**config.mk**
```make
export PLATFORM = sky130hd
export DESIGN_NAME = mem_access_flat
export DESIGN_NICKNAME = d
export VERILOG_FILES = /design/src/rtl/mem_access_if.sv /design/src/rtl/mem_access.sv /design/src/flat_wrapper.sv
export SDC_FILE = /design/constraint.sdc
export NUM_CORES = 1
export LEC_CHECK = 0
export BUFFER_PORTS_ARGS = -buffer_cell sky130_fd_sc_hd__buf_4
export CAP_MARGIN = 0
export CORE_AREA = 2 2 150 152
export DETAILED_ROUTE_END_ITERATION = 16
export DIE_AREA = 0 0 152 154
export PLACE_DENSITY = 0.62
export SLEW_MARGIN = 20
export SYNTH_ARGS = -nofsm -noshare
export SYNTH_HDL_FRONTEND = slang
export SYNTH_SLANG_ARGS = --single-unit
```
**constraint.sdc**
```tcl
create_clock -name clk -period 4.8 [get_ports clk]
set_input_delay 0.48 -clock clk [delete_from_list [all_inputs] [get_ports clk]]
set_output_delay 0.48 -clock clk [all_outputs]
set_load 0.005 [all_outputs]
```
**src/rtl/mem_access_if.sv**
```systemverilog
// Data-memory request/response bus between the MEM stage and the memory.
// The memory either acknowledges in the same cycle or holds off, and the MEM stage keeps waiting.
interface mem_access_if;
  logic        dmem_req;
  logic        dmem_we;
  logic [31:0] dmem_addr;
  logic [31:0] dmem_wdata;
  logic [3:0]  dmem_be;
  logic        dmem_ack;
  logic [31:0] dmem_rdata;

  modport master (
    output dmem_req, dmem_we, dmem_addr, dmem_wdata, dmem_be,
    input  dmem_ack, dmem_rdata
  );

  modport slave (
    input  dmem_req, dmem_we, dmem_addr, dmem_wdata, dmem_be,
    output dmem_ack, dmem_rdata
  );
endinterface

```
**src/rtl/mem_access.sv**
```systemverilog
// MEM pipeline stage: data-memory access with wait states and timeout, branch/jump resolution,
// and the MEM/WB pipeline register.
module mem_access (
  input  logic        clk,
  input  logic        reset,
  input  logic        Ctl_MemtoReg_in,
  input  logic        Ctl_RegWrite_in,
  input  logic        Ctl_MemRead_in,
  input  logic        Ctl_MemWrite_in,
  input  logic        Ctl_Branch_in,
  input  logic        jal_in,
  input  logic        jalr_in,
  input  logic        Zero_in,
  input  logic [4:0]  Rd_in,
  input  logic [2:0]  funct3_in,
  input  logic [31:0] ALUresult_in,
  input  logic [31:0] ReadData2_in,
  input  logic [31:0] PCimm_in,
  input  logic [31:0] PC_in,
  mem_access_if.master dmem,
  output logic        stall,
  output logic        PCSrc,
  output logic [31:0] PCtarget,
  output logic [31:0] mem_fwd_data,
  output logic        misalign_err,
  output logic        bus_err,
  output logic        Ctl_MemtoReg_out,
  output logic        Ctl_RegWrite_out,
  output logic [4:0]  Rd_out,
  output logic [31:0] ReadData_out,
  output logic [31:0] ALUresult_out
);

  typedef enum logic {S_IDLE, S_WAIT} state_t;

  state_t      state_q, state_d;
  logic [7:0]  cnt_q, cnt_d;
  logic        misalign_err_q, bus_err_q;
  logic        memtoreg_q, regwrite_q;
  logic [4:0]  rd_q;
  logic [31:0] rdata_q, alures_q;

  logic        mem_op, misalign, issue, misalign_op, timeout;
  logic        req, abort, load_wb, branch_taken;
  logic [1:0]  off;

  function automatic logic [3:0] byte_en(input logic [2:0] f3, input logic [1:0] o);
    unique case (f3[1:0])
      2'b00:   byte_en = 4'b0001 << o;
      2'b01:   byte_en = 4'b0011 << o;
      default: byte_en = 4'b1111;
    endcase
  endfunction

  function automatic logic [31:0] store_data(input logic [2:0] f3, input logic [31:0] d);
    unique case (f3[1:0])
      2'b00:   store_data = {4{d[7:0]}};
      2'b01:   store_data = {2{d[15:0]}};
      default: store_data = d;
    endcase
  endfunction

  // Shift the addressed lane down to bit 0, then extend by access size and signedness.
  function automatic logic [31:0] load_data(input logic [2:0] f3, input logic [1:0] o,
                                            input logic [31:0] rd);
    logic [31:0] s;
    s = rd >> {o, 3'b000};
    unique case (f3)
      3'b000:  load_data = {{24{s[7]}}, s[7:0]};
      3'b001:  load_data = {{16{s[15]}}, s[15:0]};
      3'b100:  load_data = {24'b0, s[7:0]};
      3'b101:  load_data = {16'b0, s[15:0]};
      default: load_data = rd;
    endcase
  endfunction

  assign off         = ALUresult_in[1:0];
  assign mem_op      = Ctl_MemRead_in | Ctl_MemWrite_in;
  assign misalign    = ((funct3_in[1:0] == 2'b01) && off[0]) ||
                       ((funct3_in[1:0] == 2'b10) && (off != 2'b00));
  assign issue       = mem_op & ~misalign;
  assign misalign_op = (state_q == S_IDLE) & mem_op & misalign & ~reset;
  assign timeout     = (state_q == S_WAIT) & ~dmem.dmem_ack & (cnt_q == 8'hFF);

  always_ff @(posedge clk) begin
    if (reset) begin
      state_q <= S_IDLE;
      cnt_q   <= 8'd0;
    end else begin
      state_q <= state_d;
      cnt_q   <= cnt_d;
    end
  end

  always_comb begin
    state_d = state_q;
    cnt_d   = cnt_q;
    unique case (state_q)
      S_IDLE: if (issue && !dmem.dmem_ack) begin
        state_d = S_WAIT;
        cnt_d   = 8'd0;
      end
      S_WAIT: begin
        if (dmem.dmem_ack || timeout) state_d = S_IDLE;
        else                          cnt_d   = cnt_q + 8'd1;
      end
    endcase
  end

  // Reset overrides every request/stall decision so an in-flight access is dropped silently.
  always_comb begin
    req   = 1'b0;
    stall = 1'b0;
    abort = 1'b0;
    unique case (state_q)
      S_IDLE: if (issue) begin
        req   = 1'b1;
        stall = ~dmem.dmem_ack;
      end
      S_WAIT: begin
        req   = 1'b1;
        abort = timeout;
        stall = ~dmem.dmem_ack & ~timeout;
      end
    endcase
    if (reset) begin
      req   = 1'b0;
      stall = 1'b0;
      abort = 1'b0;
    end
  end

  assign dmem.dmem_req   = req;
  assign dmem.dmem_we    = req & Ctl_MemWrite_in;
  assign dmem.dmem_be    = req ? byte_en(funct3_in, off) : 4'b0000;
  assign dmem.dmem_addr  = {ALUresult_in[31:2], 2'b00};
  assign dmem.dmem_wdata = store_data(funct3_in, ReadData2_in);

  assign branch_taken = Ctl_Branch_in & ((funct3_in == 3'b001) ? ~Zero_in : Zero_in);
  assign PCSrc        = (branch_taken | jal_in | jalr_in) & ~reset;
  assign PCtarget     = jalr_in ? {ALUresult_in[31:1], 1'b0} : PCimm_in;
  assign mem_fwd_data = (jal_in | jalr_in) ? (PC_in + 32'd4) : ALUresult_in;

  assign load_wb = ~stall & ~abort & ~misalign_op;

  // MEM/WB boundary: stalls, aborts and misaligned ops insert a bubble while data holds.
  always_ff @(posedge clk) begin
    if (reset) begin
      memtoreg_q     <= 1'b0;
      regwrite_q     <= 1'b0;
      rd_q           <= 5'd0;
      rdata_q        <= 32'd0;
      alures_q       <= 32'd0;
      misalign_err_q <= 1'b0;
      bus_err_q      <= 1'b0;
    end else begin
      misalign_err_q <= misalign_op;
      bus_err_q      <= abort;
      if (load_wb) begin
        memtoreg_q <= Ctl_MemtoReg_in;
        regwrite_q <= Ctl_RegWrite_in;
        rd_q       <= Rd_in;
        alures_q   <= mem_fwd_data;
        rdata_q    <= Ctl_MemRead_in ? load_data(funct3_in, off, dmem.dmem_rdata) : 32'd0;
      end else begin
        memtoreg_q <= 1'b0;
        regwrite_q <= 1'b0;
        rd_q       <= 5'd0;
      end
    end
  end

  assign misalign_err     = misalign_err_q;
  assign bus_err          = bus_err_q;
  assign Ctl_MemtoReg_out = memtoreg_q;
  assign Ctl_RegWrite_out = regwrite_q;
  assign Rd_out           = rd_q;
  assign ReadData_out     = rdata_q;
  assign ALUresult_out    = alures_q;

endmodule

```
**src/flat_wrapper.sv**
```systemverilog
// flat-port wrapper written by rule: the top's interface ports become plain ports
module mem_access_flat 
  (clk, reset, Ctl_MemtoReg_in, Ctl_RegWrite_in, Ctl_MemRead_in, Ctl_MemWrite_in, Ctl_Branch_in, jal_in, jalr_in, Zero_in, Rd_in, funct3_in, ALUresult_in, ReadData2_in, PCimm_in, PC_in, stall, PCSrc, PCtarget, mem_fwd_data, misalign_err, bus_err, Ctl_MemtoReg_out, Ctl_RegWrite_out, Rd_out, ReadData_out, ALUresult_out, dmem_dmem_req, dmem_dmem_we, dmem_dmem_addr, dmem_dmem_wdata, dmem_dmem_be, dmem_dmem_ack, dmem_dmem_rdata);
  mem_access_if dmem_i ();
  input  logic clk;
  input  logic reset;
  input  logic Ctl_MemtoReg_in;
  input  logic Ctl_RegWrite_in;
  input  logic Ctl_MemRead_in;
  input  logic Ctl_MemWrite_in;
  input  logic Ctl_Branch_in;
  input  logic jal_in;
  input  logic jalr_in;
  input  logic Zero_in;
  input  logic [4:0] Rd_in;
  input  logic [2:0] funct3_in;
  input  logic [31:0] ALUresult_in;
  input  logic [31:0] ReadData2_in;
  input  logic [31:0] PCimm_in;
  input  logic [31:0] PC_in;
  output logic stall;
  output logic PCSrc;
  output logic [31:0] PCtarget;
  output logic [31:0] mem_fwd_data;
  output logic misalign_err;
  output logic bus_err;
  output logic Ctl_MemtoReg_out;
  output logic Ctl_RegWrite_out;
  output logic [4:0] Rd_out;
  output logic [31:0] ReadData_out;
  output logic [31:0] ALUresult_out;
  output wire logic [$bits(dmem_i.dmem_req)-1:0] dmem_dmem_req;
  output wire logic [$bits(dmem_i.dmem_we)-1:0] dmem_dmem_we;
  output wire logic [$bits(dmem_i.dmem_addr)-1:0] dmem_dmem_addr;
  output wire logic [$bits(dmem_i.dmem_wdata)-1:0] dmem_dmem_wdata;
  output wire logic [$bits(dmem_i.dmem_be)-1:0] dmem_dmem_be;
  input wire logic [$bits(dmem_i.dmem_ack)-1:0] dmem_dmem_ack;
  input wire logic [$bits(dmem_i.dmem_rdata)-1:0] dmem_dmem_rdata;
  assign dmem_dmem_req = dmem_i.dmem_req;
  assign dmem_dmem_we = dmem_i.dmem_we;
  assign dmem_dmem_addr = dmem_i.dmem_addr;
  assign dmem_dmem_wdata = dmem_i.dmem_wdata;
  assign dmem_dmem_be = dmem_i.dmem_be;
  assign dmem_i.dmem_ack = dmem_dmem_ack;
  assign dmem_i.dmem_rdata = dmem_dmem_rdata;
  mem_access u_core (.clk(clk), .reset(reset), .Ctl_MemtoReg_in(Ctl_MemtoReg_in), .Ctl_RegWrite_in(Ctl_RegWrite_in), .Ctl_MemRead_in(Ctl_MemRead_in), .Ctl_MemWrite_in(Ctl_MemWrite_in), .Ctl_Branch_in(Ctl_Branch_in), .jal_in(jal_in), .jalr_in(jalr_in), .Zero_in(Zero_in), .Rd_in(Rd_in), .funct3_in(funct3_in), .ALUresult_in(ALUresult_in), .ReadData2_in(ReadData2_in), .PCimm_in(PCimm_in), .PC_in(PC_in), .dmem(dmem_i), .stall(stall), .PCSrc(PCSrc), .PCtarget(PCtarget), .mem_fwd_data(mem_fwd_data), .misalign_err(misalign_err), .bus_err(bus_err), .Ctl_MemtoReg_out(Ctl_MemtoReg_out), .Ctl_RegWrite_out(Ctl_RegWrite_out), .Rd_out(Rd_out), .ReadData_out(ReadData_out), .ALUresult_out(ALUresult_out));
endmodule
```
==> impl_metrics.env, run 1 <==
export IMPL_status="finished, final reports clean"
export IMPL_finalHoldViolations=0
export IMPL_p_per_cell_area_nw_per_um2=241
export IMPL_power_sequential_fraction=0.351
export IMPL_die_w_um=152
export IMPL_rsz0062_at_grt="false"
export IMPL_share_comb_of_total_power=0.315
export IMPL_synthSimpleGateAreaFrac=0.239
export IMPL_gr_total_overflow=0
export IMPL_crit_path_start="PC_in[7]"
export IMPL_yosysWarningCount=0
export IMPL_critical_path_class="in2out"
export IMPL_internal_power_mw=1.45
export IMPL_clkTransAtPathRegs_ns=0.07
export IMPL_synth_largest_area_cell="sky130_fd_sc_hd__dfxtp_1"
export IMPL_numCtsBuffers=9
export IMPL_final_critical_path_setup_slack_ns=1.93
export IMPL_fmax_mhz=349
export IMPL_netlist_area_leader_share=0.287
export IMPL_synth_mux_area_frac=0.131
export IMPL_initial_core_util=0.263
export IMPL_skew_final_ns=0.0101
export IMPL_synth_area_top_cells="sky130_fd_sc_hd__dfxtp_1 (29%), sky130_fd_sc_hd__mux2_2 (9.3%), sky130_fd_sc_hd__buf_4 (5.3%)"
export IMPL_mappedNetlistArea_um2=5710
export IMPL_tns_ns=0
export IMPL_post_cts_repair_setup_buffers=0
export IMPL_clock_tree_buffer_depth=2
export IMPL_worstSkewPairLatency_ns=0.36
export IMPL_cts_tree="yes"
export IMPL_synth_seq_area_share=0.287
export IMPL_worst_endpoint_arrival_ns=2.39
export IMPL_p_clk_frac=0.334
export IMPL_finalWirelength_um=25900
export IMPL_hp_start="Rd_in[2]"
export IMPL_boundaryPins=388
export IMPL_final_min_period_over_clock_period=0.598
export IMPL_final_cell_area_um2=8850
export IMPL_finalSetupViolCount=0
export IMPL_total_number_of_clock_tree_sinks=82
export IMPL_rr_startpoint="u_core.state_q"
export IMPL_worstSetupEndpointType="output pin"
export IMPL_antenna_violations_before_repair=2
export IMPL_synth_area_in_xor_xnor=0.0184
export IMPL_drv_cap=0
export IMPL_design_final_nets=1205
export IMPL_routedWlPerCell_um=19.8
export IMPL_routed_via_count=6624
export IMPL_clock_root_buffer="sky130_fd_sc_hd__clkbuf_16"
export IMPL_count_of_standard_cell_rows=54
export IMPL_synth_edff_count=0
export IMPL_clock_tree_htree_level_count=3
export IMPL_groute_usage_overall=0.209
export IMPL_worst_endpoint_required_ns=4.32
export IMPL_detailedRoute_firstIterationViolations=328
export IMPL_die_area_um2=23400
export IMPL_combinational_family_with_the_most_area_after_synthesis="simple AND/OR/NAND/NOR gates"
export IMPL_post_cts_hold_buffer_count=0
export IMPL_detail_route_drc_violations=0
export IMPL_synthArstFlopShare=0
export IMPL_die_height_um=154
export IMPL_period_needed_ns=2.87
export IMPL_p_leak_nw=3.92
export IMPL_synth_compound_gate_area_share=0.227
export IMPL_dp_hpwl_um=20600
export IMPL_worstPathMaxFanout=12
export IMPL_critPathLaunchType="primary input"
export IMPL_max_slew_worst_pin_slew_ns=1.07
export IMPL_timing_max_slew_rel_slack=0.287
export IMPL_netSwitchingFraction=0.322
export IMPL_finalCoreUtilization=0.408
export IMPL_placement_setup_worst_slack_ns=1.64
export IMPL_report_final_slew_viol_count=0
export IMPL_area_growth_pct=54.9
export IMPL_post_cts_resized=0
export IMPL_highest_count_cells_in_the_layout_ignoring_fill_and_taps="sky130_fd_sc_hd__buf_4 (390), sky130_fd_sc_hd__dfxtp_1 (82), sky130_fd_sc_hd__nor2_1 (63)"
export IMPL_io_buffers=385
export IMPL_ir_drop_worst_vdd_mv=0.153
export IMPL_grt_pass1_wl_um=38200
export IMPL_gp_routability_congestion=0.812
export IMPL_postSynthRegisterBits=82
export IMPL_synth_area_per_cell_um2=8.01
export IMPL_grt_max_degree=68
export IMPL_worst_hold_path_type="in2reg"
export IMPL_drt_pre_antenna_iters=5
export IMPL_ys_flop_type="sky130_fd_sc_hd__dfxtp_1"
export IMPL_switching_power_mw=0.688
export IMPL_first_global_vias=6280
export IMPL_report_power_total_mw=2.14
export IMPL_yosysUniqueCellTypes=58
export IMPL_drtAntennaViolNets=0
export IMPL_drt_vias_per_instance=5.05
export IMPL_drive_gt1_frac=0.467
export IMPL_yosys_area_share_adder=0.00438
export IMPL_postPlaceCellArea_um2=8530
export IMPL_core_area_um2=21700
export IMPL_synthCells=713
export IMPL_most_common_cell_after_layout_fill_and_taps_aside="sky130_fd_sc_hd__buf_4"
metal layers:
| layer | routed length [um] | global-route usage | vias to the layer above |
|---|---|---|---|
| met3 | 2220 | 0.0643 | 32 |
| met1 | 9780 | 0.236 | 3064 |
| met2 | 13100 | 0.369 | 314 |
| met4 | 792 | 0.0850 | 0 |
| li1 | - | - | 3214 |
| met5 | 0 | 0 | - |
worst max-delay path, cell delays in order:
cell and delay (ns):
sky130_fd_sc_hd__buf_4 0.10, sky130_fd_sc_hd__nand3_1 0.27, sky130_fd_sc_hd__or4_4 0.59, sky130_fd_sc_hd__or4_1 0.50
sky130_fd_sc_hd__a31oi_1 0.28, sky130_fd_sc_hd__buf_4 0.17
logic make-up after synthesis:
logic type      after synthesis
other cells                   1
compound gates              185
xor+xnor                     12
fa+ha+maj                     2
simple gates                264
flops                        82
buf+inv                      98
mux                          69
sequential cells by signal, summed over array words and instances (netlist names):
register / count
u_core.state_q: 1
u_core.cnt_q: 8
u_core.ReadData_out: 32
u_core.ALUresult_out: 32
u_core.Ctl_RegWrite_out: 1
u_core.Ctl_MemtoReg_out: 1
u_core.misalign_err: 1
u_core.Rd_out: 5
u_core.bus_err: 1
per-stage QoR:
step / cells / hold WS (ns)
final: 1311 / 0.323
after global routing: 1311 / 0.321
after CTS: 1308 / 0.308
after detailed placement: 1292 / 0.448
after global placement: 1292 / 0.450
after floorplan: 714 / 0.454
power by group through the flow:
stage,clock (mW),combinational [mW],sequential (mW)
2_1_floorplan,0,0.278,0.764
3_3_place_gp,0,0.672,0.764
3_5_place_dp,0,0.677,0.764
4_1_cts,0.731,0.679,0.749
5_1_grt,0.756,0.728,0.755
6_report,0.715,0.673,0.749
synth_stat cells, types with 2 or more instances:
cell / instances
sky130_fd_sc_hd__a21oi_1: 39
sky130_fd_sc_hd__a22o_1: 9
sky130_fd_sc_hd__a2bb2oi_1: 8
sky130_fd_sc_hd__a31o_2: 2
sky130_fd_sc_hd__a31oi_1: 10
sky130_fd_sc_hd__a32o_1: 7
sky130_fd_sc_hd__and2_1: 12
sky130_fd_sc_hd__and3_1: 3
sky130_fd_sc_hd__and4_1: 4
sky130_fd_sc_hd__buf_1: 3
sky130_fd_sc_hd__buf_2: 2
sky130_fd_sc_hd__buf_4: 40
sky130_fd_sc_hd__clkbuf_1: 46
sky130_fd_sc_hd__dfxtp_1: 82
sky130_fd_sc_hd__ha_1: 2
sky130_fd_sc_hd__inv_1: 6
sky130_fd_sc_hd__mux2_2: 47
sky130_fd_sc_hd__mux2i_1: 22
sky130_fd_sc_hd__nand2_1: 40
sky130_fd_sc_hd__nand2b_1: 16
sky130_fd_sc_hd__nand3_1: 41
sky130_fd_sc_hd__nand3b_1: 2
sky130_fd_sc_hd__nand4_1: 13
sky130_fd_sc_hd__nor2_1: 66
sky130_fd_sc_hd__nor2b_1: 20
sky130_fd_sc_hd__nor3_1: 15
sky130_fd_sc_hd__nor4_1: 12
sky130_fd_sc_hd__o211ai_1: 3
sky130_fd_sc_hd__o21a_1: 4
sky130_fd_sc_hd__o21ai_0: 46
sky130_fd_sc_hd__o221a_2: 9
sky130_fd_sc_hd__o2bb2ai_1: 16
sky130_fd_sc_hd__o31a_2: 2
sky130_fd_sc_hd__o31ai_1: 7
sky130_fd_sc_hd__o41ai_1: 12
sky130_fd_sc_hd__or2_2: 4
sky130_fd_sc_hd__or3_1: 4
sky130_fd_sc_hd__or4_1: 6
sky130_fd_sc_hd__or4_4: 2
sky130_fd_sc_hd__xnor2_1: 4
sky130_fd_sc_hd__xor2_1: 8
area by class of cell:
type / count / area, um^2
well taps: 280 / 350
fillers: 2224 / 12800
flip-flops and latches: 82 / 1640
clock inverters: 7 / 67.6
clock buffers: 9 / 225
inverters: 6 / 22.5
diodes: 2 / 5.00
multi-input cells: 534 / 3590
repair buffers: 391 / 2950
path summary, 6_finish.rpt:
kind,to,slack (ns),depth (start not counted)
setup reg to reg,u_core.Rd_out[3],2.25,4
hold / removal,u_core.Rd_out[2],0.32,2
setup / recovery,mem_fwd_data[22],1.93,6
hold reg to reg,u_core.ReadData_out[25],0.46,1
No activity file was read; power rests on OpenSTA's default activity.
==> run 2: changes to the inputs <==
--- a/config.mk
+++ b/config.mk
@@ -7,10 +7,10 @@
 export LEC_CHECK = 0
 export BUFFER_PORTS_ARGS = -buffer_cell sky130_fd_sc_hd__buf_4
 export CAP_MARGIN = 0
-export CORE_AREA = 2 2 150 152
+export CORE_AREA = 2 2 152 154
 export DETAILED_ROUTE_END_ITERATION = 16
-export DIE_AREA = 0 0 152 154
-export PLACE_DENSITY = 0.62
+export DIE_AREA = 0 0 154 156
+export PLACE_DENSITY = 0.63
 export SLEW_MARGIN = 20
 export SYNTH_ARGS = -nofsm -noshare
 export SYNTH_HDL_FRONTEND = slang
==> constraint.sdc (replaced) <==
create_clock -name clk -period 2.5 [get_ports clk]
set_input_delay 0.25 -clock clk [delete_from_list [all_inputs] [get_ports clk]]
set_output_delay 0.25 -clock clk [all_outputs]
set_load 0.005 [all_outputs]
==> run 2 against run 1 <==
Effect of this change: count of clock-buffer cells in the layout unchanged; utilization down 0.38 points; register-to-register slack worse by 1.7 ns.
==> impl_metrics.env, run 2 (synthesized netlist as in run 1, its figures left out) <==
export IMPL_timing_max_slew_rel_slack=0.531
export IMPL_placement_setup_worst_slack_ns=0.123
export IMPL_finalHoldViolations=0
export IMPL_critical_path_class="in2out"
export IMPL_area_growth_pct=58.3
export IMPL_cpLargestDelayFamily="simple AND/OR/NAND/NOR gates"
export IMPL_cts_tree="yes"
export IMPL_clock_tree_buffer_depth=2
export IMPL_worstPathMaxFanout=5
export IMPL_die_height_um=156
export IMPL_finalCoreUtilization=0.404
export IMPL_worst_endpoint_arrival_ns=2.06
export IMPL_report_final_slew_viol_count=0
export IMPL_drt_pre_antenna_iters=4
export IMPL_critical_path_slowest_cell="sky130_fd_sc_hd__or4_4"
export IMPL_ir_drop_worst_vdd_mv=0.247
export IMPL_post_cts_repair_setup_buffers=0
export IMPL_clock_root_buffer="sky130_fd_sc_hd__clkbuf_16"
export IMPL_crit_path_start="PC_in[2]"
export IMPL_die_w_um=154
export IMPL_detail_route_drc_violations=0
export IMPL_fin_worst_hold_slack_ns=0.0896
export IMPL_crit_buf_inv=2
export IMPL_skew_final_ns=0.00956
export IMPL_grt_max_degree=36
export IMPL_highest_count_cells_in_the_layout_ignoring_fill_and_taps="sky130_fd_sc_hd__buf_4 (413), sky130_fd_sc_hd__dfxtp_1 (82), sky130_fd_sc_hd__nor2_1 (63)"
export IMPL_boundaryPins=388
export IMPL_routed_via_count=6796
export IMPL_total_number_of_clock_tree_sinks=82
export IMPL_post_cts_hold_buffer_count=0
export IMPL_die_area_um2=24000
export IMPL_fmax_mhz=432
export IMPL_routedWlPerCell_um=19.8
export IMPL_grt_pass1_wl_um=38500
export IMPL_max_slew_worst_pin_slew_ns=0.701
export IMPL_groute_usage_overall=0.209
export IMPL_drtAntennaViolNets=0
export IMPL_most_common_cell_after_layout_fill_and_taps_aside="sky130_fd_sc_hd__buf_4"
export IMPL_critical_path_max_stage_delay_ns=0.51
export IMPL_drt_vias_per_instance=5.08
export IMPL_final_min_period_over_clock_period=0.926
export IMPL_status="finished, final reports clean"
export IMPL_worst_endpoint_required_ns=2.25
export IMPL_drv_cap=0
export IMPL_post_cts_resized=0
export IMPL_antenna_violations_before_repair=0
export IMPL_worst_hold_path_type="in2reg"
export IMPL_clock_tree_htree_level_count=3
export IMPL_first_global_vias=6467
export IMPL_p_per_cell_area_nw_per_um2=460
export IMPL_count_of_standard_cell_rows=55
export IMPL_design_final_nets=1229
export IMPL_critPathLaunchType="primary input"
export IMPL_hp_start="Ctl_RegWrite_in"
export IMPL_critical_path_top_cell_by_count="sky130_fd_sc_hd__buf_4"
export IMPL_worstSetupEndpointType="output pin"
export IMPL_rr_startpoint="u_core.state_q"
export IMPL_numCtsBuffers=9
export IMPL_tns_ns=0
export IMPL_diodes_inserted=0
export IMPL_core_area_um2=22400
export IMPL_drive_gt1_frac=0.481
export IMPL_crit_path_cell_trace="buf_4 -> ha_1 -> nand4_1 -> or4_4 -> or4_1 -> a31oi_1 -> buf_4"
export IMPL_final_critical_path_setup_slack_ns=0.185
export IMPL_post_layout_nonfiller_instances=1338
export IMPL_finalSetupViolCount=0
export IMPL_finalWirelength_um=26500
export IMPL_dp_hpwl_um=21300
export IMPL_worstSkewPairLatency_ns=0.36
export IMPL_initial_core_util=0.255
export IMPL_clkTransAtPathRegs_ns=0.08
export IMPL_io_buffers=385
export IMPL_gp_routability_congestion=0.815
export IMPL_p_leak_nw=4.04
export IMPL_gr_total_overflow=0
export IMPL_rsz0062_at_grt="false"
export IMPL_placed_cells_incl_taps=1322
export IMPL_period_needed_ns=2.31
export IMPL_detailedRoute_firstIterationViolations=366
-- run 2: path summary, 6_finish.rpt --
| check | endpoint | slack (ns) | depth (start not counted) |
|---|---|---|---|
| worst max register to register | u_core.ALUresult_out[14] | 0.58 | 5 |
| worst max-delay path | mem_fwd_data[24] | 0.19 | 7 |
| worst min register to register | u_core.ReadData_out[5] | 0.47 | 2 |
| worst min-delay path | u_core.Ctl_RegWrite_out | 0.09 | 2 |
-- run 2: worst register-to-register path, delay by kind of cell (launching register included) --
family / cells / cell delay (ns)
AOI/OAI and AO/OA: 2 / 0.36
buffers and inverters: 1 / 0.22
DFF: 1 / 0.68
and+or+nand+nor: 2 / 0.55
-- run 2: cell type report --
| class | instances | area, um^2 |
|---|---|---|
| Sequential cell | 82 | 1640 |
| Clock buffer | 9 | 225 |
| Multi-Input combinational cell | 534 | 3580 |
| Tap cell | 285 | 357 |
| Timing Repair Buffer | 415 | 3140 |
| Inverter | 6 | 22.5 |
| Clock inverter | 7 | 68.8 |
| Fill cell | 2313 | 13300 |
-- run 2: metal layers --
layer,wire length [um],track usage,vias to the layer above
li1,-,-,3277
met1,10300,0.236,3172
met2,13400,0.379,311
met3,2150,0.0525,36
met4,696,0.0797,0
met5,0,0,-
-- run 2: per-stage QoR --
stage / total power, mW / cell area [um^2]
floorplan: 2.00 / 5720
global placement: 2.81 / 8740
detailed placement: 2.82 / 8740
CTS: 4.22 / 9030
global route: 4.37 / 9040
finish: 4.16 / 9040
-- run 2: power breakdown --
group / switching, mW / internal, mW
logic: 0.621 / 0.712
registers: 0.0509 / 1.39
clock network: 0.679 / 0.707
total: 1.35 / 2.81
